## src/rtl/vault_pkg.sv

```systemverilog
// Shared types and default parameters for the vault lockout controller.
package vault_pkg;

  typedef enum logic [1:0] {
    IDLE   = 2'd0,
    OPEN   = 2'd1,
    LOCKED = 2'd2,
    ALARM  = 2'd3
  } vault_state_t;

  localparam int unsigned DEF_MAX_FAILS      = 3;
  localparam int unsigned DEF_OPEN_CYCLES    = 16;
  localparam int unsigned DEF_LOCK_CYCLES    = 64;
  localparam int unsigned DEF_ALARM_LOCKOUTS = 2;

endpackage

```

## src/rtl/vault_timer.sv

```systemverilog
// Loadable down-counter shared by the OPEN hold and the LOCKED lockout;
// it stops at zero and flags it.
module vault_timer #(
  parameter int unsigned WIDTH = 6
) (
  input  logic             i_clk,
  input  logic             i_rst_n,
  input  logic             i_load,
  input  logic [WIDTH-1:0] i_load_value,
  input  logic             i_en,
  output logic             o_zero
);

  logic [WIDTH-1:0] r_count;

  always_ff @(posedge i_clk) begin
    if (!i_rst_n) begin
      r_count <= '0;
    end else if (i_load) begin
      r_count <= i_load_value;
    end else if (i_en && (r_count != '0)) begin
      r_count <= r_count - 1'b1;
    end
  end

  assign o_zero = (r_count == '0);

endmodule

```

## src/rtl/vault_lockout_ctrl.sv

```systemverilog
// Turns PIN-compare results into vault actions: timed open on match,
// timed lockout after consecutive mismatches, terminal alarm after repeated lockouts.
module vault_lockout_ctrl
  import vault_pkg::*;
#(
  parameter int unsigned MAX_FAILS      = DEF_MAX_FAILS,
  parameter int unsigned OPEN_CYCLES    = DEF_OPEN_CYCLES,
  parameter int unsigned LOCK_CYCLES    = DEF_LOCK_CYCLES,
  parameter int unsigned ALARM_LOCKOUTS = DEF_ALARM_LOCKOUTS
) (
  input  logic                             ClockSource,
  input  logic                             ResetN,
  input  logic                             Attempt,
  input  logic                             Valid,
  input  logic                             CloseReq,
  output logic                             VaultOpen,
  output logic                             Locked,
  output logic                             Alarm,
  output logic [$clog2(MAX_FAILS+1)-1:0]   FailCount
);

  localparam int unsigned FAIL_W    = $clog2(MAX_FAILS + 1);
  localparam int unsigned LOCKOUT_W = $clog2(ALARM_LOCKOUTS + 1);
  localparam int unsigned TIMER_MAX = (OPEN_CYCLES > LOCK_CYCLES) ? OPEN_CYCLES : LOCK_CYCLES;
  localparam int unsigned TIMER_W   = (TIMER_MAX > 1) ? $clog2(TIMER_MAX) : 1;

  vault_state_t         r_state;
  vault_state_t         w_next_state;
  logic [FAIL_W-1:0]    r_fail_count;
  logic [LOCKOUT_W-1:0] r_lockouts;
  logic                 r_vault_open;
  logic                 r_locked;
  logic                 r_alarm;

  logic                 w_load;
  logic [TIMER_W-1:0]   w_load_value;
  logic                 w_timer_en;
  logic                 w_timer_zero;
  logic                 w_fail_hit;
  logic                 w_alarm_hit;
  logic                 w_idle_attempt;

  assign w_fail_hit     = (r_fail_count == FAIL_W'(MAX_FAILS - 1));
  assign w_alarm_hit    = (r_lockouts == LOCKOUT_W'(ALARM_LOCKOUTS - 1));
  assign w_idle_attempt = (r_state == IDLE) && Attempt;
  assign w_timer_en     = (r_state == OPEN) || (r_state == LOCKED);

  always_comb begin
    w_next_state = r_state;
    w_load       = 1'b0;
    w_load_value = '0;
    case (r_state)
      IDLE: begin
        if (Attempt) begin
          if (Valid) begin
            w_next_state = OPEN;
            w_load       = 1'b1;
            w_load_value = TIMER_W'(OPEN_CYCLES - 1);
          end else if (w_fail_hit) begin
            if (w_alarm_hit) begin
              w_next_state = ALARM;
            end else begin
              w_next_state = LOCKED;
              w_load       = 1'b1;
              w_load_value = TIMER_W'(LOCK_CYCLES - 1);
            end
          end
        end
      end
      OPEN:    if (w_timer_zero || CloseReq) w_next_state = IDLE;
      LOCKED:  if (w_timer_zero) w_next_state = IDLE;
      default: w_next_state = ALARM;
    endcase
  end

  // Outputs are registered from the next state so they line up with r_state.
  always_ff @(posedge ClockSource) begin
    if (!ResetN) begin
      r_state      <= IDLE;
      r_fail_count <= '0;
      r_lockouts   <= '0;
      r_vault_open <= 1'b0;
      r_locked     <= 1'b0;
      r_alarm      <= 1'b0;
    end else begin
      r_state      <= w_next_state;
      r_vault_open <= (w_next_state == OPEN);
      r_locked     <= (w_next_state == LOCKED) || (w_next_state == ALARM);
      r_alarm      <= (w_next_state == ALARM);
      if (w_idle_attempt) begin
        if (Valid) begin
          r_fail_count <= '0;
          r_lockouts   <= '0;
        end else if (w_fail_hit) begin
          r_fail_count <= '0;
          r_lockouts   <= r_lockouts + 1'b1;
        end else begin
          r_fail_count <= r_fail_count + 1'b1;
        end
      end
    end
  end

  vault_timer #(
    .WIDTH (TIMER_W)
  ) u_timer (
    .i_clk        (ClockSource),
    .i_rst_n      (ResetN),
    .i_load       (w_load),
    .i_load_value (w_load_value),
    .i_en         (w_timer_en),
    .o_zero       (w_timer_zero)
  );

  assign VaultOpen = r_vault_open;
  assign Locked    = r_locked;
  assign Alarm     = r_alarm;
  assign FailCount = r_fail_count;

endmodule

```

## config.mk

```make
export PLATFORM = sky130hd
export DESIGN_NAME = vault_lockout_ctrl
export DESIGN_NICKNAME = d
export VERILOG_FILES = /design/src/rtl/vault_pkg.sv /design/src/rtl/vault_timer.sv /design/src/rtl/vault_lockout_ctrl.sv
export SDC_FILE = /design/constraint.sdc
export NUM_CORES = 1
export LEC_CHECK = 0
export ABC_CLOCK_PERIOD_IN_PS = 2000
export CORE_MARGIN = 2
export CORE_UTILIZATION = 48
export DETAILED_ROUTE_END_ITERATION = 8
export GPL_TIMING_DRIVEN = 0
export MAX_ROUTING_LAYER = met4
export PLACE_DENSITY = 0.73
export SYNTH_ARGS = -nofsm -noshare
export SYNTH_HDL_FRONTEND = slang
export SYNTH_HIERARCHICAL = 1
export SYNTH_SLANG_ARGS = --single-unit
```

## constraint.sdc

```tcl
create_clock -name ClockSource -period 2 [get_ports ClockSource]
set_clock_uncertainty 0.1 [all_clocks]
set_input_delay 0.6 -clock ClockSource [delete_from_list [all_inputs] [get_ports ClockSource]]
set_output_delay 0.6 -clock ClockSource [all_outputs]
set_load 0.01 [all_outputs]
```

==> flow_summary.toml <==
[logic_synthesis]
avgSynthCellArea_um2 = 9.04
synth-seq-cells = 15
syn-num-nets = 109
ys_types = 33
syn_inst = 97
synth-edff-count = 0
netlist_area_um2 = 877
synth_warnings = 6
synth-seq-area-share_pct = 34.2
ys.flop_type = "dfxtp_1"
ys_async_sr_fraction_pct = 0

[timing]
tightest_slew_ns = 0.460
slew_violations = 0
worst_slack_ns = 0.0517
slew_headroom_pct = 68.9
rsz0062_at_grt = "true"
holdWs_ns = 0.395
setup_violations = 0
finalSetupTns_ns = 0
max_freq_ghz = 0.513
fin_crit_ns = 1.95
fin_crit_sh_pct = 97.4
hold_viol = 0

[route]
viasPerCell = 5.34
antenna_left = 0
num_vias = 716
drt_first_pass_iters = 4
drcViolationCount = 0
routed_wirelength_um = 1650
drtIter0Drc = 9
post_drt_wl_per_cell_um = 12.3

[setup_path]
path_buf_inv = 1
arrival_ns = 2.02
critPathTopFamily = "simple AND/OR/NAND/NOR gates"
required_ns = 2.07
cp_num_cells = 7
end_kind = "flip-flop"
r2r_slack_ns = 0.05
crit_path_start_kind = "flip-flop"
crit_chain = "inv_2 -> ha_4 -> or4b_4 -> nor2_4 -> a211oi_2 -> o31a_2 -> a21boi_1"
slowest_delay_ns = 0.50
crit_slowest_cell = "or4b_4"
worst-path-max-fanout = 3
path_class = "reg2reg"
rr_worst_depth = 7

[pwr]
clkPwrFrac_pct = 24.6
switching_power_w = 0.000218
power_frac_seq_pct = 48.7
swShare_pct = 30.9
vdd_drop_max_mv = 0.416
p_leak_nw = 0.386
combPwrFrac_pct = 26.7
intPower_w = 0.000489
power_density_nw_per_um2 = 653

[floorplan]
dieWidth_um = 46.7
io_pins = 10
initial_core_util_pct = 50.8
core-area_um2 = 1730
rows = 15
fp.dieH_um = 46.7
dieArea_um2 = 2190

[run_status]
status = "completed"

[final_layout]
antenna_cells = 0
final_nets = 122
area_delta_synth_final_pct = 23.5
final_common_cell = "a21oi_1"
fin_cells = 134
nFillCells = 159
final_cell_mix = "13 x a21oi_1, 11 x dfxtp_1, 7 x o21ai_0, 7 x clkdlybuf4s50_1, 6 x inv_1"
utilization_pct = 62.8
drive_gt1_share_pct = 23.9

[clock_network]
ctsHoldBuffers = 0
clk_latency_ns = 0.28
root_buffer = "clkbuf_4"
clock_path_buffers = 2
path_clk_slew_ns = 0.09
cts_tree = "done"
cts.sinks = 15
htreeDepth = 1
numCtsBuffers = 3

[hold_path]
whs_path_depth = 2
min_path_type = "reg2reg"

[place]
gp_congestion = 0.841
dpl.cell_count = 130
hpwl_um = 1160
io_buffer_count = 8
pre_cts_ws_ns = -0.422

[global_routing]
grt_usage_pct = 17.3
grt_overflow = 0
grt_first_pass_wirelength_um = 2550
grt_max_degree = 15
grt_pass1_vias = 611
antenna_found_initial = 0

[run]
maxCapViolCount = 0
==> path summary, 6_finish.rpt <==
| kind | to | start |
|---|---|---|
| worst max-delay path | Alarm | u_timer/r_count[0] |
| worst min-delay path | FailCount[1] | FailCount[1] |
| worst max register to register | Alarm | u_timer/r_count[0] |
| worst min register to register | FailCount[1] | FailCount[1] |
==> kinds of logic (layout without fill, tap and decap cells) <==
group,count (synthesis),after routing,synth area share (%)
xor+xnor,2,2,2.00
mux,2,2,2.43
buf+inv,11,23,5.85
flops,15,15,34.2
fa+ha+maj,7,7,9.99
compound gates,32,32,24.3
simple gates,28,28,21.3
==> power groups by stage <==
stage	clock [W]	combinational, W	sequential, W
global route	0.000192	0.000209	0.000348
floorplan	0	0.000119	0.000345
finish	0.000174	0.000189	0.000345
global placement	0	0.000156	0.000346
detailed placement	0	0.000159	0.000348
CTS	0.000180	0.000171	0.000342
==> state kept, by name, summed over array words and instances, names as in the netlist <==
signal           count
r_state              2
r_lockouts           2
Alarm                1
Locked               1
FailCount            2
u_timer/r_count      6
VaultOpen            1
==> area by class of cell <==
type                       count  area [µm²]  share of cell area [%]
sequential                    15         305                    28.2
timing repair buffer           8        82.6                    7.62
multi-input combinational     71         586                    54.0
clock inverter                 1        5.00                   0.462
clock buffer                   3        22.5                    2.08
tap                           25        31.3                    2.89
inverter                       9        33.8                    3.12
buffer                         2        17.5                    1.62
==> layer usage <==
layer	vias to the layer above	wire length (µm)	global-route usage, %	share of wire, %
met5	-	0	-	0
met4	0	26	10.0	1.6
met3	4	42	2.31	2.6
met2	8	840	27.5	51
met1	327	737	20.8	45
li1	377	-	-	-
==> per-stage QoR <==
stage / instance area, µm² / total power, W
5_1_grt: 1080 / 0.000749
6_report: 1080 / 0.000708
3_5_place_dp: 988 / 0.000507
2_1_floorplan: 877 / 0.000464
4_1_cts: 1040 / 0.000693
3_3_place_gp: 988 / 0.000502
==> cells in the mapped netlist (all sizes together), types with 3 or more instances <==
cell | count | area share [%]
nor4 | 4 | 2.9
ha | 7 | 10
nand2 | 4 | 2.0
or4b | 3 | 4.3
nor2 | 4 | 1.7
o21ai | 8 | 5.8
a21boi | 5 | 4.3
inv | 9 | 3.9
a21oi | 13 | 7.4
dfxtp | 15 | 34
nor2b | 4 | 2.9
==> repair_timing <==
item	in CTS	in global routing
setup buffers	0	0
hold endpoints to repair	0	0
pin swaps	0	3
endpoints found under the setup margin	7	9
gates resized for setup	6	13
==> worst reg2reg max path, cell delays in order, from the launching register on <==
cell and delay [ns]:
dfxtp_2 0.33, inv_2 0.09, ha_4 0.14, or4b_4 0.50, nor2_4 0.14, a211oi_2 0.06
o31a_2 0.34, a21boi_1 0.12
Note: power is estimated with default switching activity, not from simulation.
